<file path="src/rtl/cordic_sequencer.sv">
// Control sequencer for an external iterative CORDIC rotation block.
// It range-reduces the request angle, seeds the block, and returns cos/sin/residual.
module cordic_sequencer #(
  parameter int unsigned        MAX_ITER      = 24,
  parameter logic signed [31:0] ANGLE_PI      = 32'sh3243F6A8,
  parameter logic signed [31:0] ANGLE_HALF_PI = 32'sh1921FB54,
  parameter logic signed [31:0] X_INIT        = 32'sh09B74EDA
) (
  input  logic               clk,
  input  logic               rst_n,
  input  logic               in_valid,
  output logic               in_ready,
  input  logic signed [31:0] in_angle,
  input  logic        [31:0] iter_n,
  output logic               cb_valid,
  output logic signed [31:0] cb_x0,
  output logic signed [31:0] cb_y0,
  output logic signed [31:0] cb_z0,
  output logic        [31:0] cb_n,
  input  logic signed [31:0] cb_x,
  input  logic signed [31:0] cb_y,
  input  logic signed [31:0] cb_z,
  output logic               out_valid,
  input  logic               out_ready,
  output logic signed [31:0] out_cos,
  output logic signed [31:0] out_sin,
  output logic signed [31:0] out_resid
);

  localparam logic [31:0] MAX_ITER_W = 32'(MAX_ITER);

  typedef enum logic [2:0] {
    S_IDLE,
    S_LOAD,
    S_RUN,
    S_CAPT,
    S_DONE
  } state_e;

  state_e             state_q, state_d;
  logic        [31:0] cnt_q, cnt_d;
  logic signed [31:0] x0_q, y0_q, z0_q;
  logic        [31:0] n_q;
  logic               neg_q;
  logic signed [31:0] cos_q, sin_q, resid_q;

  logic signed [31:0] angle_sat;
  logic signed [31:0] z0_red;
  logic               neg_red;
  logic        [31:0] n_clamp;
  logic               load_seed;
  logic               capture;

  // Saturate to [-pi, pi], then fold into [-pi/2, pi/2]; the fold flips the
  // sign of cos and sin, which is restored at capture via neg_q.
  always_comb begin
    angle_sat = in_angle;
    if (in_angle > ANGLE_PI) begin
      angle_sat = ANGLE_PI;
    end else if (in_angle < -ANGLE_PI) begin
      angle_sat = -ANGLE_PI;
    end

    z0_red  = angle_sat;
    neg_red = 1'b0;
    if (angle_sat > ANGLE_HALF_PI) begin
      z0_red  = angle_sat - ANGLE_PI;
      neg_red = 1'b1;
    end else if (angle_sat < -ANGLE_HALF_PI) begin
      z0_red  = angle_sat + ANGLE_PI;
      neg_red = 1'b1;
    end

    n_clamp = iter_n;
    if (iter_n == 32'd0) begin
      n_clamp = 32'd1;
    end else if (iter_n > MAX_ITER_W) begin
      n_clamp = MAX_ITER_W;
    end
  end

  // NOTE: every output of this block gets a default first, so no path leaves a
  // signal unassigned and no latch is inferred.
  always_comb begin
    state_d   = state_q;
    cnt_d     = cnt_q;
    load_seed = 1'b0;
    capture   = 1'b0;
    unique case (state_q)
      S_IDLE: begin
        if (in_valid) begin
          load_seed = 1'b1;
          state_d   = S_LOAD;
        end
      end
      S_LOAD: begin
        cnt_d   = 32'd0;
        state_d = S_RUN;
      end
      S_RUN: begin
        if (cnt_q == n_q - 32'd1) begin
          state_d = S_CAPT;
        end else begin
          cnt_d = cnt_q + 32'd1;
        end
      end
      S_CAPT: begin
        capture = 1'b1;
        state_d = S_DONE;
      end
      S_DONE: begin
        if (out_ready) begin
          state_d = S_IDLE;
        end
      end
      default: state_d = S_IDLE;
    endcase
  end

  // NOTE: state is updated only with non-blocking assignments so every register
  // samples pre-edge values; the async reset clears all of it, aborting any run.
  always_ff @(posedge clk or negedge rst_n) begin
    if (!rst_n) begin
      state_q <= S_IDLE;
      cnt_q   <= '0;
      x0_q    <= '0;
      y0_q    <= '0;
      z0_q    <= '0;
      n_q     <= '0;
      neg_q   <= 1'b0;
      cos_q   <= '0;
      sin_q   <= '0;
      resid_q <= '0;
    end else begin
      state_q <= state_d;
      cnt_q   <= cnt_d;
      if (load_seed) begin
        x0_q  <= X_INIT;
        y0_q  <= '0;
        z0_q  <= z0_red;
        n_q   <= n_clamp;
        neg_q <= neg_red;
      end
      if (capture) begin
        cos_q   <= neg_q ? -cb_x : cb_x;
        sin_q   <= neg_q ? -cb_y : cb_y;
        resid_q <= cb_z;
      end
    end
  end

  assign in_ready  = (state_q == S_IDLE);
  assign cb_valid  = (state_q == S_LOAD);
  assign out_valid = (state_q == S_DONE);
  assign cb_x0     = x0_q;
  assign cb_y0     = y0_q;
  assign cb_z0     = z0_q;
  assign cb_n      = n_q;
  assign out_cos   = cos_q;
  assign out_sin   = sin_q;
  assign out_resid = resid_q;

endmodule

</file>
<file path="config.mk">
export PLATFORM = sky130hd
export DESIGN_NAME = cordic_sequencer
export DESIGN_NICKNAME = d
export VERILOG_FILES = /design/src/rtl/cordic_sequencer.sv
export SDC_FILE = /design/constraint.sdc
export NUM_CORES = 1
export LEC_CHECK = 0
export BUFFER_PORTS_ARGS = -buffer_cell sky130_fd_sc_hd__buf_2
export CELL_PAD_IN_SITES_DETAIL_PLACEMENT = 0
export CELL_PAD_IN_SITES_GLOBAL_PLACEMENT = 2
export CORE_ASPECT_RATIO = 1.4
export CORE_UTILIZATION = 33
export CTS_BUF_LIST = sky130_fd_sc_hd__clkbuf_16
export DETAILED_ROUTE_END_ITERATION = 8
export PLACE_DENSITY_LB_ADDON = 0.2
export SYNTH_ARGS = -nofsm -noshare
export SYNTH_HDL_FRONTEND = slang
export SYNTH_SLANG_ARGS = --single-unit
</file>
<file path="constraint.sdc">
create_clock -name clk -period 5 [get_ports clk]
set_clock_uncertainty 0.05 [all_clocks]
set_input_delay 1 -clock clk [delete_from_list [all_inputs] [get_ports clk]]
set_output_delay 1 -clock clk [all_outputs]
set_load 0.02 [all_outputs]
</file>
# Yosys cells after proc, flatten, opt, wreduce, memory -nomap -nowiden
# Cells that the tools add are included.
# classes
order_cmp	5
muxes	19
add_sub_neg	6
eq_ne	9
reduce_logical	5
# op_table
op	n
$mux W32	9
$neg A32 Y32	2
$pmux W32 S2	1
$add A32 B1 Y32 const B	1
$add A32 B31 Y32 const B	1
$eq A32 B32 Y1	1
$gt A32 B30 Y1 const B	1
$gt A32 B31 Y1 const B	1
$gt A32 B5 Y1 const B	1
$logic_not A32 Y1	1
$lt A32 B30 Y1 const B	1
$lt A32 B31 Y1 const B	1
$sub A32 B1 Y32 const B	1
$sub A32 B31 Y32 const B	1
$pmux W3 S5	1
$mux W3	3
$eq A3 B2 Y1 const B	2
$ne A2 B2 Y1 const B	3
$mux W1	5
$eq A3 B1 Y1 const B	1
$eq A3 B3 Y1 const B	1
$logic_not A3 Y1	1
$reduce_and A3 Y1	1
$ne A2 B1 Y1 const B	1
2 further kinds	2
# word_totals
output_inout_bits	227
wordCells	53
inputBits	164
ff_bits	197

# Depth between registers and ports, before layout
# depth
word_depth	6
depth_mapped	27

# Worst setup path before layout
# No wires, ideal clock.
# synth_path
path_kind	input-to-reg
from	in in_angle[14]
to	reg z0_q[25] (netlist: cb_z0[25])
setup_slack_ns	-1.346
path_buffers	6
arrival_ns	6.149
required_ns	4.804
path_stages	27
cell_sequence	clkbuf_1 nor4_1 nand2_1 or3_1 nand2_1 a21oi_1 nor2_1 o21ai_0 nand3_1 ha_1 clkbuf_1 clkbuf_1 clkbuf_1 buf_1 clkbuf_1 o21ai_0 inv_1 ha_1 o22ai_1 a221oi_1 a21oi_1 o21ai_0 o21ai_0 a21oi_1 mux2_2 o41ai_1 a221oi_1
# synth_between
elab_chain_cells	6
elab_cells_between_ends	10
cone_classes	2 x add/sub; 4 x order compare; 4 x mux
# synth_lines
item	line_no	source
start: declaration	13	input logic signed [31:0] in_angle,
$lt A32 B31 Y1	60	end else if (in_angle < -ANGLE_PI) begin
$mux W32	60	
$mux W32 (*)	58	if (in_angle > ANGLE_PI) begin
$add A32 B31 Y32 / $lt A32 B30 Y1 (equally long branches)	70, 69	
$mux W32	69	end else if (angle_sat < -ANGLE_HALF_PI) begin
$mux W32 (*)	66	if (angle_sat > ANGLE_HALF_PI) begin
end signal: assignment	140	z0_q <= z0_red;
end: declaration	42	logic signed [31:0] x0_q, y0_q, z0_q;
# Mark *: on every way between the ends. The rest lies on a longest branch, timed or not.
# A chain may end at the register's enable or synchronous reset.

# Worst setup path in the final report
# layout_path
from	in in_angle[14]
to	reg z0_q[9] (netlist: cb_z0[9])
# Same word-level chain as after synthesis.

==> metrics.md <==
| Metric | Value |
|---|---|
| Run status | completed |
| Yosys warning count | 0 |
| Synth Instances | roughly 1600 |
| Syn Std Cell Area | approximately 13000 um^2 |
| Gr ovfl total | 0 |
| R2r startpoint | cb_n[0]$_DFFE_PN0P_ |
| IO Count | 391 |
| Final setup viols | 0 |
| Post-synth EDFFs | 0 |
| CP Capture Type | register |
| Largest net degree at the start of global routing | 162 |
| Die X | about 170 um |
| Arrival @ worst endpoint | around 5.0 ns |
| Final WL | approximately 50 mm |
| Hold WC Path Type | register to register |
| Sink Count | about 200 |
| DRT iter0 DRCs | 744 |
| Routed met3 length | around 1.7 mm |
| Met1 WL | a little under 20 mm |
| Clk root buf | clkbuf_16 |
| Worst Setup Start Kind | primary input |
| # H-tree levels | 4 |
| Max Cap Viol | 0 |
| Tcrit/Tclk final | between 90% and 100% |
| Layout cells sized above 1 | about 30% |
| Power Density | around 420 nW/um^2 |
| FP Rows | 87 |
| Antenna Violating Nets Remaining | 0 |
| RSZ-0062 raised after global routing | no |
| Sequential share of the synthesized area | 36.55% |
| Synth area leader | dfrtp_1 |
| Synth Register Bits | between 150 and 200 |
| Synth unique cells | 84 |
| Hpwl dp | between 30 and 40 mm |
| WHS | between 0.4 and 0.5 ns |
| TritonCTS clock tree | done |
| Drt pass-1 iters | 6 |
| Layout Utilization | 42.22% |
| Avg Cell Area, Syn | 8.388 um^2 |
| Die area | approximately 42000 um^2 |
| Initial antenna violation count | 4 |
| Top Layer Used | met4 |
| CTS buffer count | 17 |
| Placer Congestion | approximately 0.93 |
| Vias in the first global route | between 10000 and 15000 |
| Fillers | around 4200 |
| Tmin final | 4.706 ns |
| First-pass GRT wire length | between 70 and 80 mm |
| Relative slew slack | between 30% and 40% |
| Hold path startpoint | cb_z0[0]$_DFFE_PN0P_ |
| Max Clk Rate | roughly 0.21 GHz |
| CP peak stage delay | 0.60 ns |
| GRT Util Overall | 23.42% |
| Most used cell, CP | nor2_1 |
| Via-to-Cell Ratio | between 5 and 6 |
| Crit Path Max Fanout | 9 |
| Max Transition Viols Final | 0 |
| Final Hold Viols | 0 |
| Top cell type's share of synthesized area | between 30% and 40% |
| Critical path launch point | in_angle[14] |
| Worst skew pair latency | roughly 0.45 ns |
| WP data required | 5.30 ns |
| Ys flop type | dfrtp_1 |
| Port bufs | 343 |
| Core area | 40280 um^2 |
| Layout Area Growth over Synthesis | 26.09% |
| Initial Util | 33.49% |
| CTS Buffer Depth | 2 |
| DRC Markers | 0 |
| Async SR Flop Fraction | 100.0% |
| Per-cell routed wire length | 19.72 um |
| Nets | about 2200 |
| Vias | 13480 |
| Worst-margin pin slew | 1.043 ns |
| Detail Route met2 WL | between 20 and 30 mm |
| VDD IR max | between 200 and 250 uV |
| Die span in y | about 240 um |
| Slowest CP cell | or4b_2 |
| Clock-pin slew on the worst setup and hold paths | approximately 0.090 ns |
| LEAKAGE | 8.057 nW |
| Crit-path cells | buf_2 > nor4_4 > nand2_1 > or3_4 > nand2_2 > a21oi_1 > nor2_1 > o21ai_1 > nand3_1 > ha_4 > nor2b_1 > or4b_2 > o2111ai_1 > a311o_1 > buf_4 > nor2_1 > or4_1 > a32o_1 |
| Synth top area cells | dfrtp_1 (37%), nand2_1 (5.4%), xor2_1 (5.0%) |
| Setup Crit Path Kind | primary input to register |
-- cells in the mapped netlist (16+ instances only) --
cell type  instances
o211ai_1          23
and2_1            34
nand3_1           46
or3_1             23
o21ai_0          131
nor2b_1           17
buf_4             63
a31oi_1           19
a21oi_1           66
inv_1             25
o41ai_1           16
o31ai_1           34
or4_1             24
nor4_1            34
and3_1            17
xnor2_1           27
nor3_1            45
xor2_1            77
mux2_2            35
nand4_1           23
nor2_1           103
nand2_1          195
clkbuf_1          96
nand2b_1          22
dfrtp_1          197
mux2i_1           16
-- layout by cell type, fill, tap and decap left out, drive strengths merged, types with 19 or more instances in the layout --
cell,Yosys,final
buf,79,482
dfrtp,197,197
nand2,195,195
o21ai,136,136
nor2,104,104
xor2,77,77
a21oi,66,66
conb,1,47
nand3,47,47
nor3,46,46
nor4,36,36
mux2,35,35
and2,34,34
o31ai,34,34
inv,25,33
xnor2,27,27
or4,25,25
o211ai,24,24
nand4,24,24
or3,23,23
nand2b,22,22
a31oi,19,19
-- through the flow --
| step | setup WS, ns | power, mW | cell area [um^2] | setup TNS [ns] | cells |
|---|---|---|---|---|---|
| finish | 0.2943 | 7.083 | 17010 | 0 | 2532 |
| global route | 0.01222 | 7.567 | 17000 | 0 | 2531 |
| detailed placement | -0.3972 | 5.679 | 16330 | -3.038 | 2495 |
| floorplan | -0.06735 | 4.415 | 13860 | -0.1819 | 1654 |
| CTS | 0.1169 | 7.190 | 16970 | 0 | 2527 |
| global placement | -0.2868 | 5.641 | 16330 | -1.342 | 2495 |
-- worst max-delay path: cells and delay by family --
kind,cells,cell delay [ns]
and+or+nand+nor,10,2.41
buffers and inverters,2,0.32
AOI/OAI and AO/OA,5,1.02
adders and majority gates,1,0.25
-- sequential cells by signal (all words and copies together) (netlist names) --
| register | flops |
|---|---|
| cnt_q | 32 |
| cb_z0 | 32 |
| neg_q | 1 |
| out_cos | 32 |
| out_resid | 32 |
| out_sin | 32 |
| cb_n | 32 |
| cb_x0 | 1 |
| state_q | 3 |
-- metal layers --
layer | GRT usage [%] | vias to the layer above
met5 | 0 | -
met4 | 10.83 | 0
met3 | 2.825 | 92
met2 | 42.89 | 391
met1 | 27.26 | 6504
li1 | - | 6496
-- report_power, final --
group / internal [mW] / leakage, nW / switching [mW]
registers: 2.13 / 2.49 / 0.369
clock network: 0.700 / 0.302 / 0.770
logic: 1.11 / 5.26 / 2.01
-- area by class of cell --
class | instances | area (um^2) | area share [%]
clock buffer | 17 | 425.4 | 2.501
clock inverter | 15 | 211.5 | 1.243
sequential | 197 | 4931 | 29.00
inverter | 26 | 97.59 | 0.5739
tap | 534 | 668.1 | 3.929
multi-input combinational | 1256 | 7853 | 46.17
antenna | 5 | 12.51 | 0.07357
timing repair buffer | 482 | 2808 | 16.51
-- final timing paths --
check / to / slack [ns] / cells past startpoint
setup / recovery: cb_z0[9]$_DFFE_PN0P_ / 0.29 / 18
hold / removal: cb_z0[0]$_DFFE_PN0P_ / 0.42 / 2
setup reg to reg: cnt_q[5]$_DFFE_PN0P_ / 0.76 / 12
hold reg to reg: cb_z0[0]$_DFFE_PN0P_ / 0.42 / 2
max in group asynchronous: out_resid[7]$_DFFE_PN0P_ / 3.30 / 2
min in group asynchronous: cb_n[28]$_DFFE_PN0P_ / 0.49 / 1
-- cell families after synthesis --
kind of cell	count (synthesis)	synth area share [%]
fa+ha+maj	7	0.6493
other cells	1	0.02780
mux	51	4.109
simple gates	649	25.11
flops	197	36.55
xor+xnor	105	6.920
compound gates	397	19.00
buf+inv	201	7.634
-- what timing repair did --
action,in CTS,in global routing
setup endpoints to repair,0,6
resized for setup,0,6
buffers inserted,0,0
hold buffers,0,0
No activity file was read; power rests on OpenSTA's default activity.
